===== config.mk =====
export PLATFORM = sky130hd
export DESIGN_NAME = cordic_mul_pipe
export DESIGN_NICKNAME = d
export VERILOG_FILES = /design/src/rtl/cordic_mul_pipe.sv
export SDC_FILE = /design/constraint.sdc
export NUM_CORES = 1
export LEC_CHECK = 0
export CAP_MARGIN = 40
export CORE_UTILIZATION = 43
export CTS_CLUSTER_SIZE = 14
export DETAILED_ROUTE_END_ITERATION = 10
export SETUP_SLACK_MARGIN = 0.05
export SKIP_CTS_REPAIR_TIMING = 1
export SLEW_MARGIN = 20
export SYNTH_ARGS = -nofsm -noshare
export SYNTH_HDL_FRONTEND = slang
export SYNTH_SLANG_ARGS = --single-unit

===== constraint.sdc =====
create_clock -name clk -period 12.55 [get_ports clk]
set_clock_uncertainty 0.05 [all_clocks]
set_input_delay 1.255 -clock clk [delete_from_list [all_inputs] [get_ports clk]]
set_output_delay 1.255 -clock clk [all_outputs]
set_load 0.02 [all_outputs]

===== src/rtl/cordic_mul_pipe.sv =====
// Pipelined signed multiplier for the CORDIC datapath with fractional shift,
// optional round-half-up, and wrap/saturate narrowing with overflow flag.
module cordic_mul_pipe #(
  parameter int ID         = 1,
  parameter int NUM_STAGE  = 3,
  parameter int din0_WIDTH = 17,
  parameter int din1_WIDTH = 16,
  parameter int dout_WIDTH = 30,
  parameter int FRAC_SHIFT = 0,
  parameter int ROUND_MODE = 0,
  parameter int SAT        = 0
) (
  input  logic                         clk,
  input  logic                         reset,
  input  logic                         ce,
  input  logic                         in_valid,
  input  logic signed [din0_WIDTH-1:0] din0,
  input  logic signed [din1_WIDTH-1:0] din1,
  output logic                         out_valid,
  output logic signed [dout_WIDTH-1:0] dout,
  output logic                         ovf
);

  localparam int L   = NUM_STAGE - 1;
  localparam int PW  = din0_WIDTH + din1_WIDTH;
  localparam int RW  = PW + 1;
  localparam int XW  = ((RW > dout_WIDTH) ? RW : dout_WIDTH) + 1;
  localparam int RSH = (FRAC_SHIFT > 0) ? FRAC_SHIFT - 1 : 0;

  localparam logic [RW-1:0] RND_ONE = {{(RW-1){1'b0}}, 1'b1};
  localparam logic [RW-1:0] RND =
    (ROUND_MODE == 1 && FRAC_SHIFT > 0) ? (RND_ONE << RSH) : '0;

  localparam logic signed [XW-1:0] MAXV =
    {{(XW-dout_WIDTH+1){1'b0}}, {(dout_WIDTH-1){1'b1}}};
  localparam logic signed [XW-1:0] MINV = ~MAXV;

  localparam logic [dout_WIDTH-1:0] DMAX =
    {1'b0, {(dout_WIDTH-1){1'b1}}};
  localparam logic [dout_WIDTH-1:0] DMIN = ~DMAX;

  logic signed [PW-1:0]         prod_c;
  logic signed [PW-1:0]         pp;
  logic signed [RW-1:0]         r_c;
  logic signed [RW-1:0]         s_c;
  logic signed [XW-1:0]         x_c;
  logic                         ovf_d;
  logic signed [dout_WIDTH-1:0] dout_d;
  logic                         unused_ok;

  assign unused_ok = ^{clk, reset, ce, 1'(ID)};

  assign prod_c = PW'(din0) * PW'(din1);

  // Post-processing sits just before the output register, after the product chain.
  always_comb begin
    r_c    = {pp[PW-1], pp} + RND;
    s_c    = r_c >>> FRAC_SHIFT;
    x_c    = {{(XW-RW){s_c[RW-1]}}, s_c};
    ovf_d  = (x_c > MAXV) || (x_c < MINV);
    dout_d = x_c[dout_WIDTH-1:0];
    if (SAT != 0 && ovf_d) begin
      dout_d = x_c[XW-1] ? DMIN : DMAX;
    end
  end

  if (L == 0) begin : g_comb
    assign pp        = prod_c;
    assign out_valid = in_valid;
    assign dout      = dout_d;
    assign ovf       = ovf_d;
  end else begin : g_pipe
    logic [L-1:0]                 vld_q;
    logic signed [dout_WIDTH-1:0] dout_q;
    logic                         ovf_q;

    if (L == 1) begin : g_p0
      assign pp = prod_c;
    end else begin : g_pn
      logic signed [PW-1:0] prod_q [L-1];

      always_ff @(posedge clk) begin
        if (reset) begin
          for (int i = 0; i < L-1; i++) prod_q[i] <= '0;
        end else if (ce) begin
          prod_q[0] <= prod_c;
          for (int i = 1; i < L-1; i++) prod_q[i] <= prod_q[i-1];
        end
      end

      assign pp = prod_q[L-2];
    end

    always_ff @(posedge clk) begin
      if (reset) begin
        vld_q  <= '0;
        dout_q <= '0;
        ovf_q  <= 1'b0;
      end else if (ce) begin
        vld_q[0] <= in_valid;
        for (int i = 1; i < L; i++) vld_q[i] <= vld_q[i-1];
        dout_q <= dout_d;
        ovf_q  <= ovf_d;
      end
    end

    assign out_valid = vld_q[L-1];
    assign dout      = dout_q;
    assign ovf       = ovf_q;
  end

endmodule


==> Word level (Yosys, flattened, before mapping) <==
Memories as Yosys holds them, arrays and structs flattened.
Index checks and enable logic that the tools add are counted.
{ "word_totals": {"register_bits": 33, "mem_bits_rw": 33, "inputBits": 37, "output_inout_bits": 32, "n_memories": 1} }
{ "op_classes": {"multipliers": 1, "n_lt_le_gt_ge": 2, "mux": 7, "n_reduce_logical": 2} }
{ "memory_table": {"columns": ["name", "depth", "width", "read_ports", "rd_ports_with_merged_regs", "wr", "line", "rtl"], "rows": [
  ["g_pipe.g_pn.prod_q", 1, 33, 1, 0, 1, "80", "logic signed [PW-1:0] prod_q [L-1];"]
]} }
{ "ops": {"columns": ["op", "count"], "rows": [
  ["$gt A33 B30 Y1 const B", 1],
  ["$lt A33 B30 Y1 const B", 1],
  ["$mul A17 B16 Y33", 1],
  ["$mux W33", 1],
  ["$reduce_or A33 Y1", 1],
  ["$mux W1", 6],
  ["$logic_or A1 B1 Y1", 1]
]} }

==> Depth between registers and ports, before layout <==
{ "depth": {"word_depth": 5, "mapped_depth": 22, "depth_no_buf": 21} }

==> Worst setup path before layout <==
OpenSTA, ideal clock, no wires.
{ "synth_path": {"kind": "input to register", "start": "in din1[7]", "end": "mem g_pipe.g_pn.prod_q[0][25] in the netlist's numbering, data pin", "setup_time_ns": 0.264, "t_arrival_ns": 6.692, "t_required_ns": 12.236, "slack_ns": 5.544, "cell_stages": 22, "n_path_buf": 2, "cell_sequence": "clkbuf_1 clkbuf_1 nand2_1 fa_1 inv_1 fa_1 inv_1 fa_1 inv_1 fa_1 fa_1 inv_1 fa_1 inv_1 ha_1 nand4_1 nor2_1 a211o_1 o41ai_4 o21ai_2 a311oi_2 mux2i_1"} }
{ "synth_via": {"elab_chain_cells": 2} }
{ "synth_rtl": {"columns": ["element", "line", "rtl"], "rows": [
  ["from (decl)", "18", "input logic signed [din1_WIDTH-1:0] din1,"],
  ["$mul A17 B16 Y33", "53", "assign prod_c = PW'(din0) * PW'(din1);"],
  ["$mux W33 (no source line)", null, null],
  ["to (decl)", "80", null]
]} }
No other way between the ends.

==> Worst setup path in the final report <==
{ "layout_path": {"start": "in din1[2]", "end": "mem g_pipe.g_pn.prod_q[0][30] in the netlist's numbering, data pin"} }
Same word-level chain as after synthesis.

==> impl_summary.md <==
Timing
After routing, the total negative slack on setup checks comes to 0 ns. The final number of hold-violating endpoints is 0. Of the available clock period, the critical path in the final layout requires 61.4%. Setup violations remaining at the end of the flow were counted as 0. The final worst slack is 4.85 ns.

Setup repair after global routing left no endpoint under its margin. The number of pins exceeding their max-slew limit in the final report was 0. At the pin with the least slew margin, the transition time is 0.784 ns. After layout, the minimum clock period comes to 7.70 ns. Timing would allow up to 0.130 GHz. The worst relative slew slack is 47.6%.

Die
The total area inside the core boundary comes to 29000 um2. From bottom edge to top edge, the die measures 175 um. In this run the core area contains 62 standard-cell rows. During I/O placement, the number of pins put on the boundary was 69. The die area is just over 30000 um2. The die is 175 um wide. The effective utilization at floorplan is 44.1%.

GRT
The total routing resource utilization after global routing is 19.6%. The number of global-route vias before repair was 9420. For this run the aggregate overflow at the end of global routing stands at 0.

The number of antenna violations at the first check in global routing is 0. Entering global routing, the biggest net connects 36 pins. The first-pass GRT wire length is 47200 um.

Placement
The congestion estimate from routability-driven global placement came to 0.827. Before CTS, the worst setup slack after placement is 4.57 ns. The HPWL after detailed placement is 23200 um. Including well taps, the total number of placed cells is roughly 1800. During placement, the flow inserted port buffers numbering 68.

Synthesis
In the synthesized netlist, the number of instances is 1345. The predominant post-synthesis flop cell is edfxtp_1. Counting flops with a built-in enable in the synthesized netlist gives 33.

Synthesis inferred 66 register bits. The number of library cell types mapped by synthesis is 51. The share of the Yosys chip area taken by registers is 12.9%.

The mean instance size in the synthesized netlist is roughly 9.5 um2. The share of synthesized registers carrying an async set or reset is 0%. The synthesized netlist occupies a cell area of ~13000 um2. The synthesized netlist net count is 1742. For this run, the number of Yosys warnings is 0.

Cells and area
The final standard cell utilization of the core is between 40% and 50%. The number of antenna diodes in the final layout is 0. In the layout the commonest cells are inv_1 (306), fa_1 (276), nand2_1 (144), and2_1 (131), ha_1 (84). The area growth from synthesis to layout is 10.6%. After the flow finishes, the layout carries non-filler instances totaling 1771. At the end of the flow, the number of nets in the layout was 1779. The proportion of layout cells with a drive suffix above 1 is 2.60%. The layout has 2860 filler cells.

The most common cell after layout, fill and taps aside is inv_1.

Worst setup path
The slowest library cell on the worst path is clkdlybuf4s50_1. For the worst setup path, the data arrival time is 7.82 ns. The data required time at the worst endpoint is around 13 ns. The cell repeated most along the worst path is fa_1. The delay of the slowest cell on the worst path is 0.94 ns. Traced cell by cell, the critical path runs through clkdlybuf4s50_1, nand2_1, inv_1, fa_1, fa_1, fa_1, fa_1, fa_1, inv_1, fa_1, inv_1, ha_1, nand2_1, nor3_2, nand4_1, o31ai_2, a211oi_1, or3_1, a21oi_1. The worst setup path is of the input port to flip-flop kind. The worst setup path is captured at a flip-flop. Along the worst path, the maximum fanout reaches 17.

The internal reg-to-reg setup slack is 11.47 ns. The cell family contributing the most delay on the critical path is adder cells. The kind of start point of the critical path is an input port.

Counting both buffers and inverters, the worst setup path holds a total of 4.

Route
The via count of the routed design is 8891. After detailed routing, the average wire length per cell comes to roughly 16 um. The sum of routed wire length over all layers is 28200 um. After detailed routing, the number of vias per cell comes to 5.02. The first detailed-routing pass took 5 iterations. The count of unresolved DRC violations after routing is 0.

The count of nets left with antenna violations once routing finished came out at 0. The first routing iteration left 483 violations.

Run status
The flow ran to the end, and the final reports show no timing, DRC or antenna violations.

Flow run
The tool flagged a number of max-cap violations equal to 0.

Clock tree
In this run the deepest clock path goes through 2 buffers. Counting the buffers created by CTS gives 9. The clock-pin transition on the worst setup and hold timing paths is around 0.050 ns. The number of levels in the clock H-tree is 3. The total clock sinks is 66. The cell chosen for the clock root is clkbuf_16. The latest clock arrival within the worst-skew pair is 0.32 ns.

TritonCTS built the clock tree.

Min path
The path type of the worst min-delay path is flip-flop to flip-flop.
-- synth_stat cells (all sizes together), types with 2 or more instances --
cell / instances / area share (%)
a211o: 2 / 0.14
a211oi: 5 / 0.29
a21boi: 2 / 0.12
a21o: 12 / 0.71
a21oi: 26 / 1.1
a31oi: 4 / 0.20
and2: 131 / 6.4
and3: 5 / 0.24
clkbuf: 48 / 1.4
dfxtp: 33 / 5.2
edfxtp: 33 / 7.7
fa: 276 / 43
ha: 84 / 8.2
inv: 306 / 9.0
mux2i: 36 / 2.8
nand2: 144 / 4.2
nand2b: 11 / 0.54
nand3: 7 / 0.27
nand4: 5 / 0.24
nor2: 79 / 2.3
nor2b: 2 / 0.098
nor3: 16 / 0.70
nor3b: 5 / 0.33
o2111ai: 2 / 0.14
o211ai: 2 / 0.12
o21a: 4 / 0.23
o21ai: 20 / 0.81
o21bai: 4 / 0.23
o31a: 2 / 0.14
o41ai: 3 / 0.41
or2: 2 / 0.098
or3: 2 / 0.098
xnor2: 13 / 0.89
xor2: 11 / 0.75
-- metrics by stage --
| step | hold slack, ns | cell area (um2) |
|---|---|---|
| after floorplan | 0.406 | 12800 |
| after global placement | 0.415 | 13800 |
| after detailed placement | 0.422 | 13800 |
| after CTS | 0.428 | 14100 |
| after global routing | 0.441 | 14200 |
| final | 0.422 | 14200 |
-- layer usage --
layer / track usage (%) / wire [um] / vias to the layer above
li1: - / - / 4101
met5: 0 / 0 / -
met4: 3.91 / 406 / 0
met3: 1.68 / 799 / 27
met1: 24.7 / 11500 / 4623
met2: 36.5 / 15400 / 140
-- worst min-delay path: stages (launching register included) --
cell and delay [ns]:
dfxtp_1 0.31, inv_1 0.04, o21ai_0 0.07
-- path summary, 6_finish.rpt --
kind | from | to | depth (start not counted)
worst min-delay path | ovf$_SDFFE_PP0P_ | ovf$_SDFFE_PP0P_ | 2
worst max register to register | g_pipe.g_pn.prod_q[0][29]$_SDFFCE_PN0P_ | ovf$_SDFFE_PP0P_ | 2
worst max-delay path | din1[2] | g_pipe.g_pn.prod_q[0][30]$_SDFFCE_PN0P_ | 19
worst min register to register | ovf$_SDFFE_PP0P_ | ovf$_SDFFE_PP0P_ | 2
-- layout make-up --
| type | count | area, um2 | share of cell area, % |
|---|---|---|---|
| repair buffers | 75 | 764 | 5.40 |
| clock buffers | 10 | 239 | 1.69 |
| flip-flops and latches | 66 | 1650 | 11.7 |
| multi-input cells | 924 | 9820 | 69.3 |
| inverters | 306 | 1150 | 8.11 |
| clock inverters | 6 | 56.3 | 0.398 |
| well taps | 384 | 480 | 3.39 |
-- flip-flops by register name, indices dropped and copies added (netlist names) --
| register | cells |
|---|---|
| ovf | 1 |
| g_pipe.vld_q | 2 |
| dout | 30 |
| g_pipe.g_pn.prod_q | 33 |
-- cells by family (layout without fill, tap and decap cells) --
kind of cell	Yosys count	after routing	synth area share (%)
multiplexers	36	36	2.81
AO/OA/AOI/OAI	94	94	5.15
flip-flops	66	66	12.9
adder cells (fa/ha/maj)	360	360	51.4
XOR/XNOR	24	24	1.64
buffers and inverters	355	397	10.4
AND/OR/NAND/NOR	410	410	15.7
Power is not shown: default switching activity piles up to over one toggle a cycle in this logic, so the estimate is an artifact.
